`config.mk`:
```
export PLATFORM = sky130hd
export DESIGN_NAME = coax_tx_bit_timer_ext
export DESIGN_NICKNAME = d
export VERILOG_FILES = /design/src/rtl/coax_tx_bit_timer_ext.sv
export SDC_FILE = /design/constraint.sdc
export NUM_CORES = 1
export LEC_CHECK = 0
export BUFFER_PORTS_ARGS = -buffer_cell sky130_fd_sc_hd__buf_2
export CAP_MARGIN = 5
export CORE_AREA = 4 4 112 114
export CTS_CLUSTER_DIAMETER = 60
export DETAILED_ROUTE_END_ITERATION = 12
export DIE_AREA = 0 0 116 118
export GPL_TIMING_DRIVEN = 0
export RECOVER_POWER = 50
export SETUP_SLACK_MARGIN = 0.4
export SYNTH_ARGS = -nofsm -noshare
export SYNTH_HDL_FRONTEND = slang
export SYNTH_SLANG_ARGS = --single-unit
```
`constraint.sdc`:
```
create_clock -name clk -period 5 [get_ports clk]
set_input_delay 1.25 -clock clk [delete_from_list [all_inputs] [get_ports clk]]
set_output_delay 1.25 -clock clk [all_outputs]
set_load 0.005 [all_outputs]
```
`src/rtl/coax_tx_bit_timer_ext.sv`:
```
// coax_tx_bit_timer_ext: programmable coax TX bit timer.
// Generates the half-bit phase, mid-bit and end-of-bit strobes for the
// Manchester encoder and serializer. It also generates a word boundary strobe
// and the bit index within the word.
//
// Ports:
//   clk, reset                    clock, asynchronous active-high reset
//   enable                        level request for continuous bit timing
//   clocks_per_bit                bit period in clocks (min 2), sampled at counter 0
//   bits_per_word                 word length in bits (0 -> 1), sampled at word start
//   active                        bit period in progress
//   first_half / second_half      half-bit phase (second half gets extra clock on odd N)
//   mid_strobe / end_strobe       first clock of second half / last clock of bit
//   word_end_strobe               end_strobe of the last bit in the word
//   bit_index                     index of the current bit within the word
//   adjust (optional)             01 lengthen / 10 shorten current bit by one clock
//
// Optional feature macro: COAX_TX_BIT_TIMER_ADJUST_EN (adds the adjust input).
// All outputs are registered. They are computed from the next-cycle counter.
module coax_tx_bit_timer_ext #(
  parameter int unsigned CPB_WIDTH       = 8,
  parameter int unsigned BIT_INDEX_WIDTH = 4
) (
  input  logic                       clk,
  input  logic                       reset,
  input  logic                       enable,
  input  logic [CPB_WIDTH-1:0]       clocks_per_bit,
  input  logic [BIT_INDEX_WIDTH-1:0] bits_per_word,
`ifdef COAX_TX_BIT_TIMER_ADJUST_EN
  input  logic [1:0]                 adjust,
`endif
  output logic                       active,
  output logic                       first_half,
  output logic                       second_half,
  output logic                       mid_strobe,
  output logic                       end_strobe,
  output logic                       word_end_strobe,
  output logic [BIT_INDEX_WIDTH-1:0] bit_index
);

  // One extra bit so that a lengthened maximum period still fits.
  localparam int unsigned NW = CPB_WIDTH + 1;

  typedef enum logic [1:0] {IDLE, RUN, LAST} state_t;

  state_t                     state_q, state_d;
  logic [CPB_WIDTH-1:0]       cnt_q, cnt_d;
  logic [NW-1:0]              n_q, n_d, cur_n;
  logic [CPB_WIDTH-1:0]       h_q, h_d, cur_h;
  logic [BIT_INDEX_WIDTH-1:0] w_q, w_d, cur_w, idx_d;
  logic                       active_d, fh_d, sh_d, mid_d, end_d, wend_d;
  logic                       is_end, last_bit;
`ifdef COAX_TX_BIT_TIMER_ADJUST_EN
  logic                       adj_done_q, adj_done_d;
`endif

  // Next-state, latch points and next-cycle output values.
  always_comb begin
    state_d  = state_q;
    cnt_d    = cnt_q;
    idx_d    = bit_index;
    active_d = 1'b0;
    fh_d     = 1'b0;
    sh_d     = 1'b0;
    mid_d    = 1'b0;
    end_d    = 1'b0;
    wend_d   = 1'b0;
    cur_n    = n_q;
    cur_h    = h_q;
    cur_w    = w_q;
    is_end   = 1'b0;
    last_bit = 1'b0;
`ifdef COAX_TX_BIT_TIMER_ADJUST_EN
    adj_done_d = adj_done_q;
`endif

    // Counter 0 is the latch point for the period and, at word start, the word length.
    if (state_q != IDLE && cnt_q == '0) begin
      cur_n = (clocks_per_bit < CPB_WIDTH'(2)) ? NW'(2) : NW'(clocks_per_bit);
      cur_h = CPB_WIDTH'(cur_n >> 1);
      if (bit_index == '0)
        cur_w = (bits_per_word == '0) ? BIT_INDEX_WIDTH'(1) : bits_per_word;
`ifdef COAX_TX_BIT_TIMER_ADJUST_EN
      adj_done_d = 1'b0;
`endif
    end

`ifdef COAX_TX_BIT_TIMER_ADJUST_EN
    // First non-zero request in the first half moves the end point. H stays fixed.
    if (first_half && !adj_done_d) begin
      if (adjust == 2'b01) begin
        cur_n      = cur_n + NW'(1);
        adj_done_d = 1'b1;
      end else if (adjust == 2'b10) begin
        if (cur_n > NW'(2)) cur_n = cur_n - NW'(1);
        adj_done_d = 1'b1;
      end
    end
`endif

    case (state_q)
      IDLE: begin
        if (enable) begin
          state_d  = RUN;
          cnt_d    = '0;
          active_d = 1'b1;
          fh_d     = 1'b1;
        end
      end
      default: begin
        is_end   = (NW'(cnt_q) == cur_n - NW'(1));
        last_bit = (bit_index == cur_w - BIT_INDEX_WIDTH'(1));
        if (is_end) begin
          cnt_d = '0;
          if (enable) begin
            // Seamless back-to-back bit.
            state_d  = RUN;
            active_d = 1'b1;
            fh_d     = 1'b1;
            idx_d    = last_bit ? '0 : bit_index + BIT_INDEX_WIDTH'(1);
          end else begin
            // Stop: partial word abandoned.
            state_d = IDLE;
            idx_d   = '0;
          end
        end else begin
          state_d  = enable ? RUN : LAST;
          cnt_d    = cnt_q + CPB_WIDTH'(1);
          active_d = 1'b1;
          fh_d     = (cnt_d < cur_h);
          sh_d     = !fh_d;
          mid_d    = (cnt_d == cur_h);
          end_d    = (NW'(cnt_d) == cur_n - NW'(1));
          wend_d   = end_d && last_bit;
        end
      end
    endcase

    n_d = cur_n;
    h_d = cur_h;
    w_d = cur_w;
  end

  // State and registered outputs.
  always_ff @(posedge clk or posedge reset) begin
    if (reset) begin
      state_q         <= IDLE;
      cnt_q           <= '0;
      n_q             <= NW'(2);
      h_q             <= CPB_WIDTH'(1);
      w_q             <= BIT_INDEX_WIDTH'(1);
      active          <= 1'b0;
      first_half      <= 1'b0;
      second_half     <= 1'b0;
      mid_strobe      <= 1'b0;
      end_strobe      <= 1'b0;
      word_end_strobe <= 1'b0;
      bit_index       <= '0;
`ifdef COAX_TX_BIT_TIMER_ADJUST_EN
      adj_done_q      <= 1'b0;
`endif
    end else begin
      state_q         <= state_d;
      cnt_q           <= cnt_d;
      n_q             <= n_d;
      h_q             <= h_d;
      w_q             <= w_d;
      active          <= active_d;
      first_half      <= fh_d;
      second_half     <= sh_d;
      mid_strobe      <= mid_d;
      end_strobe      <= end_d;
      word_end_strobe <= wend_d;
      bit_index       <= idx_d;
`ifdef COAX_TX_BIT_TIMER_ADJUST_EN
      adj_done_q      <= adj_done_d;
`endif
    end
  end

endmodule
```
==> results_dict.tcl, run 1 <==
set metrics [dict create \
    outcome "completed" \
    initial_utilization_pct 24.9 \
    num_vias 2166 \
    synth_warnings 0 \
    grt_max_degree 24 \
    core_sq_um 11400 \
    p_sw_mw 0.800 \
    worst_pin_slew_ps 1230 \
    max_stage_delay_ps 580 \
    p_sw_share_pct 40.2 \
    clock.fmax_mhz 225 \
    layout_commonest_cell "dfrtp_1" \
    final.fill_count 1215 \
    synth.avg_cell_area_sq_um 9.51 \
    pin_count 25 \
    synth_seq_cells 41 \
    grt_pass1_vias 2181 \
    dr.pass1.iters 4 \
    die-area_sq_um 13700 \
    crit_required_ps 5180 \
    slowest_stage "or4_4" \
    place.gp.congestion 0.816 \
    cts_root_buf "clkbuf_16" \
    ys_seq_area_share_pct 36.2 \
    clkPwrFrac_pct 19.0 \
    seq_power_share_pct 26.5 \
    rsz0062_at_grt "false" \
    cts.sinks 41 \
    cp-end-kind "flip-flop" \
    ys_types 59 \
    p_leak_nw 1.55 \
    diodes 0 \
    finalCritPeriodShare_pct 89.0 \
    final_cell_mix "dfrtp_1, inv_1, nand2_1, xnor2_1, buf_2" \
    finalMaxSlewViolations 0 \
    start_kind "primary input" \
    finalHoldViolCount 0 \
    viasPerCell 4.54 \
    routed_wirelength_um 6610 \
    cts.reportedPaths.clkPinSlew_ps 60 \
    p_int_mw 1.19 \
    cp_max_fo 10 \
    routedWlPerCell_um 13.9 \
    grtUsageTotal_pct 9.99 \
    cp.depth 15 \
    crit_end "bit_index[3]$_DFFE_PP0P_" \
    min_path_cells 2 \
    combPwrFrac_pct 54.6 \
    crit_family "simple AND/OR/NAND/NOR gates" \
    numPlacedInstances 466 \
    rows 39 \
    cts_hold_buf 0 \
    grt_first_pass_wirelength_um 11000 \
    tns_ps 0 \
    regToRegSetupSlack_ps 670 \
    die_x_um 116 \
    syn_inst 299 \
    power_mw 1.99 \
    synth_area_sq_um 2840 \
    hold_class "reg -> reg" \
    antenna_found_initial 0 \
    cts_tree "done" \
    ant_nets 0 \
    dr.first_iter.drc_count 111 \
    worst_r2r_path_depth 17 \
    cp_cell_sequence "buf_2 -> or4_4 -> o31ai_4 -> mux2_4 -> inv_1 -> ha_1 -> buf_6 -> nor3b_2 -> xnor2_1 -> mux2i_1 -> xor2_1 -> nor4_4 -> nand4_4 -> or2_4 -> o41ai_2" \
    path_class "in -> reg" \
    cellPowerDensity_nw_per_um2 593 \
    r2r-start "cnt_q[0]$_DFFE_PP0P_" \
    postLayoutCoreUtil_pct 29.4 \
    hold_slack_ps 481 \
    arrival_ps 4630 \
    nNetsFinal 362 \
    drcViolationCount 0 \
    max_cap_violations 0 \
    fin_crit_ps 4450 \
    crit_start "clocks_per_bit[5]" \
    grt_overflow_total 0 \
    final_cells 477 \
    numCtsBuffers 5 \
    drive_gt1_share_pct 20.7 \
    dp_hpwl_um 5080 \
    portBuffers 23 \
    r2r-end "bit_index[3]$_DFFE_PP0P_" \
    clk_latency_ps 280 \
    clk_path_buf_depth 2 \
    maxSlewHeadroom_pct 18.3 \
    clock_skew_ps 5.77 \
    setup_viol 0 \
    ir_drop_mv 0.194 \
    path_buf_inv 3 \
    area_growth_pct 18.1 \
    syn_nets 328 \
    htree_levels 2 \
    die_h_um 118 \
]
[layout make-up]
class / instances / area (sq um) / share of cell area (%)
clock buffer: 7 / 143 / 4.25
multi-input combinational: 213 / 1620 / 48.1
sequential: 41 / 1030 / 30.7
tap: 143 / 179 / 5.33
buffer: 13 / 100 / 2.98
clock inverter: 1 / 30.0 / 0.894
inverter: 32 / 120 / 3.58
timing repair buffer: 27 / 140 / 4.17
[per-layer routing]
metal / wire length, um / part of all wire (%) / up-vias / track usage [%]
li1: - / - / 1080 / -
met1: 3080 / 47 / 1042 / 13.0
met2: 3180 / 48 / 35 / 16.5
met3: 253 / 3.8 / 9 / 2.42
met4: 91 / 1.4 / 0 / 2.61
met5: 0 / 0 / - / 0
[cells by family (layout without fill, tap and decap cells)]
| logic type | count (synthesis) | after routing | share of synthesized area [%] |
|---|---|---|---|
| AO/OA/AOI/OAI | 40 | 40 | 10.0 |
| XOR/XNOR | 32 | 32 | 10.6 |
| adder cells (fa/ha/maj) | 14 | 14 | 6.16 |
| buffers and inverters | 45 | 80 | 7.52 |
| flip-flops | 41 | 41 | 36.2 |
| multiplexers | 15 | 15 | 6.69 |
| AND/OR/NAND/NOR | 112 | 112 | 22.7 |
[how the worst min path moves through the flow]
| stage | start | to |
|---|---|---|
| finish | h_q[7]$_DFF_PP0_ | h_q[7]$_DFF_PP0_ |
| global route | h_q[7]$_DFF_PP0_ | h_q[7]$_DFF_PP0_ |
| CTS | h_q[7]$_DFF_PP0_ | h_q[7]$_DFF_PP0_ |
| detailed placement | h_q[7]$_DFF_PP0_ | h_q[7]$_DFF_PP0_ |
| global placement | h_q[7]$_DFF_PP0_ | h_q[7]$_DFF_PP0_ |
| floorplan | h_q[7]$_DFF_PP0_ | h_q[7]$_DFF_PP0_ |
[state kept, by name (all words and copies together) (netlist names), 2 cells and up]
register,flops
w_q,4
bit_index,4
state_q,2
h_q,8
cnt_q,8
n_q,9
[tightest hold or removal path: cells and delay by family, from the launching register on]
| family | cells | cell delay [ps] |
|---|---|---|
| simple gates | 1 | 70 |
| flops | 1 | 320 |
| buf+inv | 1 | 60 |
[synth_stat cells (all sizes together)]
| library cell | n | area share, % |
|---|---|---|
| mux2i | 9 | 4.0 |
| o22ai | 1 | 0.22 |
| mux2 | 6 | 2.6 |
| or4 | 3 | 0.92 |
| dfrtp | 38 | 33 |
| nor3b | 5 | 1.5 |
| o31a | 1 | 0.31 |
| or2 | 4 | 0.97 |
| and3 | 1 | 0.22 |
| buf | 7 | 2.4 |
| a21oi | 3 | 0.53 |
| nor2 | 15 | 2.0 |
| nand2 | 31 | 4.1 |
| a211oi | 2 | 0.70 |
| xor2 | 8 | 2.5 |
| ha | 14 | 6.2 |
| dfstp | 3 | 2.8 |
| nor3 | 9 | 1.8 |
| o21ai | 19 | 3.5 |
| a31oi | 2 | 0.44 |
| or3b | 1 | 0.31 |
| o41ai | 2 | 1.1 |
| inv | 32 | 4.2 |
| nor4 | 5 | 2.2 |
| nand4 | 7 | 2.3 |
| clkbuf | 6 | 0.88 |
| nand2b | 7 | 1.5 |
| xnor2 | 23 | 7.3 |
| nor2b | 4 | 0.88 |
| nor4b | 1 | 0.31 |
| a2111oi | 1 | 0.35 |
| o31ai | 4 | 1.2 |
| nand3 | 8 | 1.4 |
| and2 | 8 | 1.8 |
| a21o | 3 | 0.79 |
| xnor3 | 1 | 0.84 |
| o2111ai | 2 | 0.84 |
| or3 | 3 | 0.66 |
[metrics by stage]
| stage | instance area, sq um | setup WS (ps) |
|---|---|---|
| 6_report | 3360 | 552 |
| 2_1_floorplan | 2840 | 697 |
| 3_3_place_gp | 3140 | 153 |
| 3_5_place_dp | 3170 | 153 |
| 5_1_grt | 3360 | 371 |
| 4_1_cts | 3340 | 428 |
[timing repair]
action                     CTS  global route
setup endpoints to repair    0            17
gates resized for setup      0             8
setup buffers                0             3
[power by group through the flow]
stage	registers, mW	logic (mW)	clock network (mW)
after floorplan	0.506	0.881	0
after global placement	0.523	1.05	0
after detailed placement	0.530	1.07	0
after CTS	0.526	1.08	0.387
after global routing	0.542	1.22	0.403
final	0.527	1.09	0.378
No activity file was read; power rests on OpenSTA's default activity.
==> run 2: changes to the inputs <==
CORE_AREA = 4 4 85 87   (was 4 4 112 114)
DIE_AREA = 0 0 89 91   (was 0 0 116 118)
==> results_dict.tcl, run 2 (synthesis gave the netlist of run 1 again) <==
set metrics [dict create \
    outcome "finished, violations left" \
    violations "max-capacitance violations, max-slew violations" \
    cp_max_fo 10 \
    dr.first_iter.drc_count 131 \
    postLayoutCoreUtil_pct 50.0 \
    routedWlPerCell_um 15.5 \
    htree_levels 2 \
    cp_cell_sequence "buf_2 -> or4_4 -> o31ai_4 -> mux2_4 -> inv_1 -> ha_1 -> buf_2 -> nor3b_1 -> xnor2_1 -> mux2i_2 -> xor2_1 -> nor4_4 -> nand4_4 -> or2_4 -> o41ai_2" \
    dr.pass1.iters 4 \
    cts_resized 0 \
    cts_root_buf "clkbuf_8" \
    routed_wirelength_um 6320 \
    multi_input_area_sq_um 1600 \
    pin_count 25 \
    grt_max_degree 42 \
    antenna_found_initial 0 \
    core_sq_um 6350 \
    rsz0062_at_grt "true" \
    r2r-end "bit_index[3]$_DFFE_PP0P_" \
    finalHoldViolCount 0 \
    viasPerCell 5.15 \
    start_kind "primary input" \
    grt_overflow_total 0 \
    cts_hold_buf 0 \
    numCtsBuffers 5 \
    seq_power_share_pct 27.6 \
    post_cts_buffers 0 \
    p_sw_mw 0.788 \
    path_buf_inv 3 \
    tns_ps 0 \
    path_class "in -> reg" \
    clock_skew_ps 9.56 \
    worst_r2r_path_depth 17 \
    whs_endpoint "h_q[7]$_DFF_PP0_" \
    finalMaxSlewViolations 42 \
    die-area_sq_um 8100 \
    rows 29 \
    top_register "n_q" \
    grt_first_pass_wirelength_um 10400 \
    worst_pin_slew_ps 2310 \
    max_cap_violations 1 \
    final_cell_mix "dfrtp_1, inv_1, nand2_1, buf_2, xnor2_1" \
    cpMostUsedCell "buf_2" \
    cts_tree "done" \
    cts.sinks 41 \
    initial_utilization_pct 44.8 \
    crit_required_ps 5210 \
    finalCritPeriodShare_pct 88.8 \
    grtUsageTotal_pct 16.6 \
    num_vias 2100 \
    cts.reportedPaths.clkPinSlew_ps 90 \
    p_int_mw 1.08 \
    p_sw_share_pct 42.1 \
    p_leak_nw 1.50 \
    place.gp.congestion 0.836 \
    final.fill_count 596 \
    hold_class "reg -> reg" \
    cellPowerDensity_nw_per_um2 590 \
    die_h_um 91 \
    crit_family "simple AND/OR/NAND/NOR gates" \
    combPwrFrac_pct 57.0 \
    layout_commonest_cell "dfrtp_1" \
    r2r-start "cnt_q[0]$_DFFE_PP0P_" \
    dp_hpwl_um 4690 \
    largest_reg_flops 9 \
    cp-end-kind "flip-flop" \
    arrival_ps 4650 \
    ir_drop_mv 0.294 \
    nNetsFinal 359 \
    max_stage_delay_ps 580 \
    min_path_cells 2 \
    clock.fmax_mhz 225 \
    area_growth_pct 11.6 \
    regToRegSetupSlack_ps 820 \
    drive_gt1_share_pct 19.9 \
    setup_viol 0 \
    ant_nets 0 \
    clk_path_buf_depth 2 \
    die_x_um 89 \
    diodes 0 \
    hp-start "h_q[7]$_DFF_PP0_" \
    regArea_sq_um 1030 \
    slowest_stage "or4_4" \
    reg.largest.list "n_q: 9 flops, cnt_q: 8 flops, h_q: 8 flops" \
    clk_latency_ps 300 \
    fin_crit_ps 4440 \
    maxSlewHeadroom_pct -54.3 \
    drcViolationCount 0 \
    grt_pass1_vias 2080 \
    portBuffers 23 \
    clkPwrFrac_pct 15.4 \
]
-- run 2: routing by layer --
layer  GRT usage (%)  share of wire (%)
met2            24.6                 47
met1            24.1                 49
met3            3.71                3.0
met4            4.96               0.97
met5               0                  0
-- run 2: cell type report --
class,count,area share [%]
sequential,41,32.4
clock buffer,7,2.72
clock inverter,1,0.946
timing repair buffer,24,3.71
buffer,13,2.96
tap,77,3.04
multi-input combinational,213,50.4
inverter,32,3.78
-- run 2: worst max-delay path by stage --
stage	startpoint	endpoint	slack (ps)	cells past startpoint
3_3_place_gp	clocks_per_bit[6]	bit_index[3]$_DFFE_PP0P_	180	15
3_5_place_dp	clocks_per_bit[6]	bit_index[3]$_DFFE_PP0P_	180	15
2_1_floorplan	clocks_per_bit[6]	bit_index[3]$_DFFE_PP0P_	700	13
6_report	clocks_per_bit[6]	bit_index[3]$_DFFE_PP0P_	560	15
4_1_cts	clocks_per_bit[6]	bit_index[3]$_DFFE_PP0P_	500	15
5_1_grt	clocks_per_bit[6]	bit_index[3]$_DFFE_PP0P_	370	14
-- run 2: power groups by stage --
stage	combinational, mW	sequential [mW]	clock, mW
floorplan	0.881	0.506	0
global placement	1.06	0.522	0
detailed placement	1.08	0.525	0
CTS	1.08	0.519	0.292
global route	1.20	0.536	0.303
finish	1.07	0.517	0.288
-- run 2: metrics by stage --
stage               instance area [sq um]  hold WS, ps  std cells  setup slack [ps]  total power [mW]
finish                               3170          493        408               561              1.87
floorplan                            2840          433        299               697              1.39
detailed placement                   3080          476        400               184              1.60
global placement                     3060          469        399               177              1.58
CTS                                  3190          498        408               496              1.89
global route                         3170          517        408               372              2.04
-- run 2: worst min-delay path, stage by stage (launching register included) --
cell	delay (ps)
dfrtp_1	330
nand2_1	70
inv_1	60
